<file path="config.mk">
export PLATFORM = sky130hd
export DESIGN_NAME = pe_operand_loader
export DESIGN_NICKNAME = d
export VERILOG_FILES = /design/src/rtl/pe_pkg.sv /design/src/rtl/pe_watchdog.sv /design/src/rtl/pe_operand_loader.sv
export SDC_FILE = /design/constraint.sdc
export NUM_CORES = 1
export LEC_CHECK = 0
export CAP_MARGIN = 20
export CORE_MARGIN = 5
export CORE_UTILIZATION = 30
export DETAILED_ROUTE_END_ITERATION = 10
export PLACE_DENSITY_LB_ADDON = 0.1
export SKIP_CTS_REPAIR_TIMING = 1
export SLEW_MARGIN = 25
export SYNTH_ARGS = -nofsm -noshare
export SYNTH_HDL_FRONTEND = slang
export SYNTH_SLANG_ARGS = --single-unit
export TNS_END_PERCENT = 20
</file>
<file path="constraint.sdc">
create_clock -name clk -period 5.4 [get_ports clk]
set_input_delay 1.08 -clock clk [delete_from_list [all_inputs] [get_ports clk]]
set_output_delay 1.08 -clock clk [all_outputs]
set_load 0.005 [all_outputs]
</file>
<file path="src/rtl/pe_pkg.sv">
// Shared types and defaults for the PE operand loader and its watchdog.
package pe_pkg;

   localparam int DATA_WIDTH_DEF = 16;
   localparam int CMD_WIDTH_DEF  = 2;

   typedef enum logic [1:0] {
      NO_CMD    = 2'b00,
      WRITE_CMD = 2'b01,
      START_CMD = 2'b10
   } pe_cmd_t;

   typedef enum logic [1:0] {
      ST_LOAD,
      ST_PAD,
      ST_START,
      ST_WAIT
   } loader_state_t;

endpackage

</file>
<file path="src/rtl/pe_watchdog.sv">
// WAIT-state watchdog: counts enabled cycles and flags expiry on the
// cycle the count sits at TIMEOUT-1.
module pe_watchdog #(
   parameter int TIMEOUT = 1024,
   localparam int CW     = (TIMEOUT > 1) ? $clog2(TIMEOUT) : 1
) (
   input  logic clk,
   input  logic rst,
   input  logic clear,
   input  logic enable,
   output logic expire
);

   logic [CW-1:0] cnt_q;
   logic [CW-1:0] cnt_d;

   assign expire = enable & (cnt_q == CW'(TIMEOUT - 1));

   always_comb begin
      cnt_d = cnt_q;
      if (clear) begin
         cnt_d = '0;
      end else if (enable & ~expire) begin
         cnt_d = cnt_q + CW'(1);
      end
   end

   always_ff @(posedge clk or posedge rst) begin
      if (rst) begin
         cnt_q <= '0;
      end else begin
         cnt_q <= cnt_d;
      end
   end

endmodule

</file>
<file path="src/rtl/pe_operand_loader.sv">
// Converts a valid/ready operand stream into PE command-word writes:
// DATA_NUM WRITE frames (zero-padded for short batches), then one START.
//
// state    | meaning
// ST_LOAD  | accepting operand words, one WRITE frame per handshake
// ST_PAD   | filling the rest of the buffer with zero-data WRITE frames
// ST_START | issuing the START frame at address 0
// ST_WAIT  | waiting for pe_done or watchdog expiry
module pe_operand_loader
   import pe_pkg::*;
#(
   parameter int DATA_NUM   = 16,
   parameter int DATA_WIDTH = DATA_WIDTH_DEF,
   parameter int CMD_WIDTH  = CMD_WIDTH_DEF,
   parameter int TIMEOUT    = 1024
) (
   input  logic                              clk,
   input  logic                              rst,
   input  logic                              in_valid,
   output logic                              in_ready,
   input  logic [DATA_WIDTH-1:0]             in_data,
   input  logic                              in_last,
   output logic                              pe_wen,
   output logic [CMD_WIDTH+DATA_WIDTH-1:0]   pe_wdata,
   output logic [$clog2(DATA_NUM)-1:0]       pe_addr,
   input  logic                              pe_done,
   output logic                              busy,
   output logic                              timeout_err,
   output logic [15:0]                       batch_cnt
);

   localparam int            AW        = $clog2(DATA_NUM);
   localparam logic [AW-1:0] LAST_ADDR = AW'(DATA_NUM - 1);
   localparam logic [CMD_WIDTH-1:0] CMD_WR = CMD_WIDTH'(WRITE_CMD);
   localparam logic [CMD_WIDTH-1:0] CMD_ST = CMD_WIDTH'(START_CMD);

   loader_state_t                        state_q;
   logic [AW-1:0]                        wr_ptr_q;
   logic                                 pe_wen_q;
   logic [CMD_WIDTH+DATA_WIDTH-1:0]      pe_wdata_q;
   logic [AW-1:0]                        pe_addr_q;
   logic                                 timeout_err_q;
   logic [15:0]                          batch_cnt_q;
   logic                                 wd_expire;

   pe_watchdog #(.TIMEOUT(TIMEOUT)) u_watchdog (
      .clk    (clk),
      .rst    (rst),
      .clear  (state_q == ST_START),
      .enable (state_q == ST_WAIT),
      .expire (wd_expire)
   );

   // in_ready is combinational so it drops the instant reset is asserted.
   assign in_ready    = (state_q == ST_LOAD) & ~rst;
   assign busy        = (state_q != ST_LOAD);
   assign pe_wen      = pe_wen_q;
   assign pe_wdata    = pe_wdata_q;
   assign pe_addr     = pe_addr_q;
   assign timeout_err = timeout_err_q;
   assign batch_cnt   = batch_cnt_q;

   always_ff @(posedge clk or posedge rst) begin
      if (rst) begin
         state_q       <= ST_LOAD;
         wr_ptr_q      <= '0;
         pe_wen_q      <= 1'b0;
         pe_wdata_q    <= '0;
         pe_addr_q     <= '0;
         timeout_err_q <= 1'b0;
         batch_cnt_q   <= '0;
      end else begin
         pe_wen_q   <= 1'b0;
         pe_wdata_q <= '0;
         pe_addr_q  <= '0;
         case (state_q)
            ST_LOAD: begin
               if (in_valid & in_ready) begin
                  pe_wen_q   <= 1'b1;
                  pe_wdata_q <= {CMD_WR, in_data};
                  pe_addr_q  <= wr_ptr_q;
                  wr_ptr_q   <= wr_ptr_q + AW'(1);
                  if (wr_ptr_q == LAST_ADDR) begin
                     state_q <= ST_START;
                  end else if (in_last) begin
                     state_q <= ST_PAD;
                  end
               end
            end
            ST_PAD: begin
               pe_wen_q   <= 1'b1;
               pe_wdata_q <= {CMD_WR, {DATA_WIDTH{1'b0}}};
               pe_addr_q  <= wr_ptr_q;
               wr_ptr_q   <= wr_ptr_q + AW'(1);
               if (wr_ptr_q == LAST_ADDR) begin
                  state_q <= ST_START;
               end
            end
            ST_START: begin
               pe_wen_q   <= 1'b1;
               pe_wdata_q <= {CMD_ST, {DATA_WIDTH{1'b0}}};
               pe_addr_q  <= '0;
               wr_ptr_q   <= '0;
               state_q    <= ST_WAIT;
            end
            ST_WAIT: begin
               // A completion landing on the expiry cycle still counts as success.
               if (pe_done) begin
                  batch_cnt_q <= batch_cnt_q + 16'd1;
                  state_q     <= ST_LOAD;
               end else if (wd_expire) begin
                  timeout_err_q <= 1'b1;
                  state_q       <= ST_LOAD;
               end
            end
            default: state_q <= ST_LOAD;
         endcase
      end
   end

endmodule

</file>
# After elaboration in Yosys (flattened, before gate mapping)
# Index checks and enable logic that the tools add are counted.
[op_classes] n_addsub=3 n_eq_ne=9 mux=17 n_bitwise=7 reduce_logical=9
[op_table] operator="$pmux 18 s3" count=1
[op_table] operator="$mux 10" count=2
[op_table] operator="$mux 17" count=1
[op_table] operator="$add 16x1->16 const B" count=1
[op_table] operator="$mux 2" count=6
[op_table] operator="$pmux 4 s3" count=1
[op_table] operator="$add 10x1->10 const B" count=1
[op_table] operator="$eq 10x10->1 const B" count=1
[op_table] operator="$mux 4" count=2
[op_table] operator="$pmux 2 s4" count=1
[op_table] operator="$pmux 4 s2" count=1
[op_table] operator="$add 4x1->4 const B" count=1
[op_table] operator="$and 1x1->1" count=4
[op_table] operator="$eq 2x2->1 const B" count=2
[op_table] operator="$eq 4x4->1 const B" count=1
[op_table] operator="$reduce_and 2->1" count=2
[op_table] operator="$reduce_and 4->1" count=1
[op_table] operator="$reduce_bool 2->1" count=2
[op_table] operator="$ne 3x2->1 const B" count=1
[op_table] operator="$ne 3x3->1 const B" count=1
[op_table] operator="$not 1->1" count=3
[op_table] operator="$reduce_and 3->1" count=1
[op_table] operator="$reduce_bool 3->1" count=1
[op_table] operator="$eq 2x1->1 const B" count=1
[op_table] operator="other kinds (6)" count=6
[totals] reg_bits=56 inputBits=21 out_inout_bits=42 wordCells=53

# Longest topological paths before layout
[logic_depth] ltp_word=6 mapped_depth=6 mapped_depth_nobuf=6

# Cells and area by module
# A second synthesis with hierarchy kept.
[hier_totals] hier_cells=218 area_unflattened_um2=2479.9
[modules_own_cells] module="pe_operand_loader" instances=1 cells_per_inst=159 area_each_um2=1915.6 seq_area_each_um2=1151.1
[modules_own_cells] module="pe_watchdog" instances=1 cells_per_inst=59 area_each_um2=564.3 seq_area_each_um2=250.2

# Worst setup path before layout
# No wires, ideal clock.
[synth_timing] path_type="input -> output" start="input rst" end="output in_ready" t_arrival_ps=1225 required_time_ps=4320 slack_ps=3095 stages=1 n_path_buf=0 path_cell_list="nor2_1"
[synth_between] elab_chain_len=2
[synth_rtl] item="start: declaration" line_no="pe_operand_loader.sv:18" text="input logic rst,"
[synth_rtl] item="$not 1->1" line_no="pe_operand_loader.sv:55" text="assign in_ready = (state_q == ST_LOAD) & ~rst;"
[synth_rtl] item="$and 1x1->1" line_no="pe_operand_loader.sv:55"
[synth_rtl] item="end: declaration" line_no="pe_operand_loader.sv:20" text="output logic in_ready,"
# Every way passes these cells.

# Final worst setup path
# Ends and elaborated chain as after synthesis.

==> impl_metrics.py <==
metrics = {
    "status": {
        "outcome": "finished clean",
    },
    "placed_design": {
        "post-place-ws_ns": 2.08,
        "gp_congestion": 0.689,
        "dpl.cell_count": 370,
        "place_hpwl_um": 3550,
        "io_buffers": 62,
    },
    "clock_tree": {
        "insertion_delay_ns": 0.30,
        "cts_buffer_depth": 2,
        "path_clk_slew_ns": 0.10,
        "cts_tree": "done",
        "cts_buffers": 5,
        "clkSinkCount": 56,
        "root_buffer": "clkbuf_8",
        "htreeDepth": 2,
    },
    "setup_path": {
        "crit_path_end_kind": "output port",
        "reg2regPathDepth": 4,
        "crit_start": "rst",
        "r2r_end": "u_watchdog.cnt_q[9]",
        "required_ns": 4.32,
        "critPathKind": "in2out",
        "r2r-start": "state_q[1]",
        "reg2reg_slack_ns": 3.26,
        "arrival_ns": 2.24,
        "critPathMaxFanout": 3,
        "startpoint_type": "primary input",
    },
    "sta": {
        "slew_headroom_pct": 51.1,
        "setup_violations": 0,
        "timing.final.crit_share_pct": 61.6,
        "fin_skew_ns": 0.00829,
        "maxSlewViolCount": 0,
        "rsz0062_at_grt": "false",
        "min_period_ns": 3.32,
        "fmax_mhz": 301,
        "finalHoldViolCount": 0,
        "tns_ns": 0,
        "worstMarginPinSlew_ns": 0.730,
        "timing.final.ws_setup_ns": 2.08,
    },
    "logic_synthesis": {
        "ys_async_sr_fraction_pct": 100,
        "postSynthAreaPerCell_um2": 11.6,
        "synth_top_area_share_pct": 58.1,
        "synth_cells": 208,
        "netlist_top_cells_area": "dfrtp_1 58%, and2_1 4.1%, ha_1 4.1%",
        "synthTopCellsByCount": "56 x dfrtp_1, 16 x and2_1, 15 x nand2_1",
        "syn_nets": 237,
        "yosys_warnings": 0,
        "synth_edf_count": 0,
        "synth_most_common_cell": "dfrtp_1",
        "ys_seq_elements": 56,
        "synth_flop_cell": "dfrtp_1",
        "yosys.area.top_type": "dfrtp_1",
        "synth_area_mm2": 0.00241,
        "yosysSeqAreaShare_pct": 58.1,
        "ys_types": 38,
    },
    "die": {
        "start_util_pct": 31.1,
        "io_pins": 63,
        "fp.dieH_um": 99.7,
        "dieArea_mm2": 0.00993,
        "core_mm2": 0.00777,
        "num_rows": 32,
        "die_w_um": 99.7,
    },
    "min_path": {
        "holdPathEnd": "batch_cnt[15]",
        "hp-start": "batch_cnt[15]",
        "hold_path_class": "reg2reg",
        "whs_path_depth": 1,
    },
    "detailed_routing": {
        "wl_per_cell_um": 12.8,
        "dr.first_iter.drc_count": 50,
        "vias": 1712,
        "via_per_inst": 4.53,
        "drc": 0,
        "finalWirelength_um": 4850,
        "drtAntennaViolNets": 0,
        "dr.pass1.iters": 4,
    },
    "pwr": {
        "power_w": 0.00117,
        "peakVddDrop_mv": 0.133,
        "power_density_mw_per_mm2": 361,
        "p_leak_nw": 1.44,
    },
    "grt": {
        "grt.total_usage_pct": 10.3,
        "grt_pass1_wl_um": 8200,
        "grt_overflow_total": 0,
        "grt_pass1_vias": 1681,
        "grt_max_degree": 42,
        "grt_antenna_before_repair": 0,
    },
    "finish": {
        "syn_to_final_growth_pct": 34.1,
        "fin_nets": 304,
        "multi_input_area_um2": 962,
        "seqCellArea_mm2": 0.00140,
        "fill_cells": 762,
        "post_layout_nonfiller_instances": 378,
        "diodes": 0,
        "drive_gt1_share_pct": 6.52,
        "final_util_pct": 41.6,
    },
    "run": {
        "cap_violations": 0,
    },
}
state kept, by name (all words and copies together) (netlist names):
name / flops
state_q: 2
pe_addr: 4
timeout_err: 1
u_watchdog.cnt_q: 10
pe_wdata: 18
batch_cnt: 16
wr_ptr_q: 4
pe_wen: 1
power breakdown:
group	switching, W	internal (W)	total (W)
sequential	0.0000611	0.000496	0.000557
clock	0.000132	0.0000931	0.000225
combinational	0.000176	0.000209	0.000385
stage by stage:
step           instance area, um2  hold slack, ns
6_report                     3230           0.473
5_1_grt                      3230           0.518
4_1_cts                      3230           0.481
3_5_place_dp                 3150           0.465
3_3_place_gp                 3150           0.469
2_1_floorplan                2410           0.466
cells by family (layout without fill, tap and decap cells):
| family | Yosys count | in the layout | synth area share, % |
|---|---|---|---|
| xor gates and xnor gates | 18 | 18 | 6.54 |
| muxes | 6 | 6 | 2.65 |
| and+or+nand+nor | 81 | 81 | 19.0 |
| AOI/OAI and AO/OA | 28 | 28 | 7.52 |
| buffers and inverters | 11 | 79 | 2.02 |
| adders and majority gates | 8 | 8 | 4.15 |
| DFF | 56 | 56 | 58.1 |
worst max-delay path, cell delays in order:
cell and delay [ns]:
clkdlybuf4s50_1 0.45, nor2_1 0.18, clkdlybuf4s50_1 0.53
worst max path at each step:
stage,end,slack [ns]
after global placement,in_ready,2.12
after global routing,in_ready,2.03
after detailed placement,in_ready,2.08
final,in_ready,2.08
after CTS,in_ready,2.07
after floorplan,batch_cnt[0],2.95
routing by layer:
metal | part of all wire (%) | global-route usage (%) | wire length (um) | vias to the layer above
met5 | 0 | 0 | 0 | -
met4 | 1.7 | 5.04 | 83 | 0
met3 | 7.8 | 3.44 | 379 | 5
met2 | 46 | 15.8 | 2250 | 48
met1 | 44 | 13.0 | 2130 | 807
li1 | - | - | - | 852
layout make-up:
cell class,instances,share of cell area (%)
clock buffers,7,2.36
clock inverters,1,0.271
inverters,8,0.928
multi-input cells,141,29.7
flip-flops and latches,56,43.3
well taps,102,3.95
repair buffers,63,19.4
cells in the final DEF, fill, tap and decap left out, types with 3 or more instances in the layout:
master,count
nor2b_1,5
inv_1,7
xnor2_1,10
nand3_1,9
mux2_2,3
nand4_1,4
nor3_1,4
clkbuf_8,5
and2_1,16
and3_1,5
ha_1,8
o31ai_1,3
nor2_1,10
xor2_1,8
nand2_1,15
clkdlybuf4s50_1,62
o21ai_0,8
a21oi_1,8
mux2i_1,3
or4_1,3
dfrtp_1,56
No activity file was read; power rests on OpenSTA's default activity.
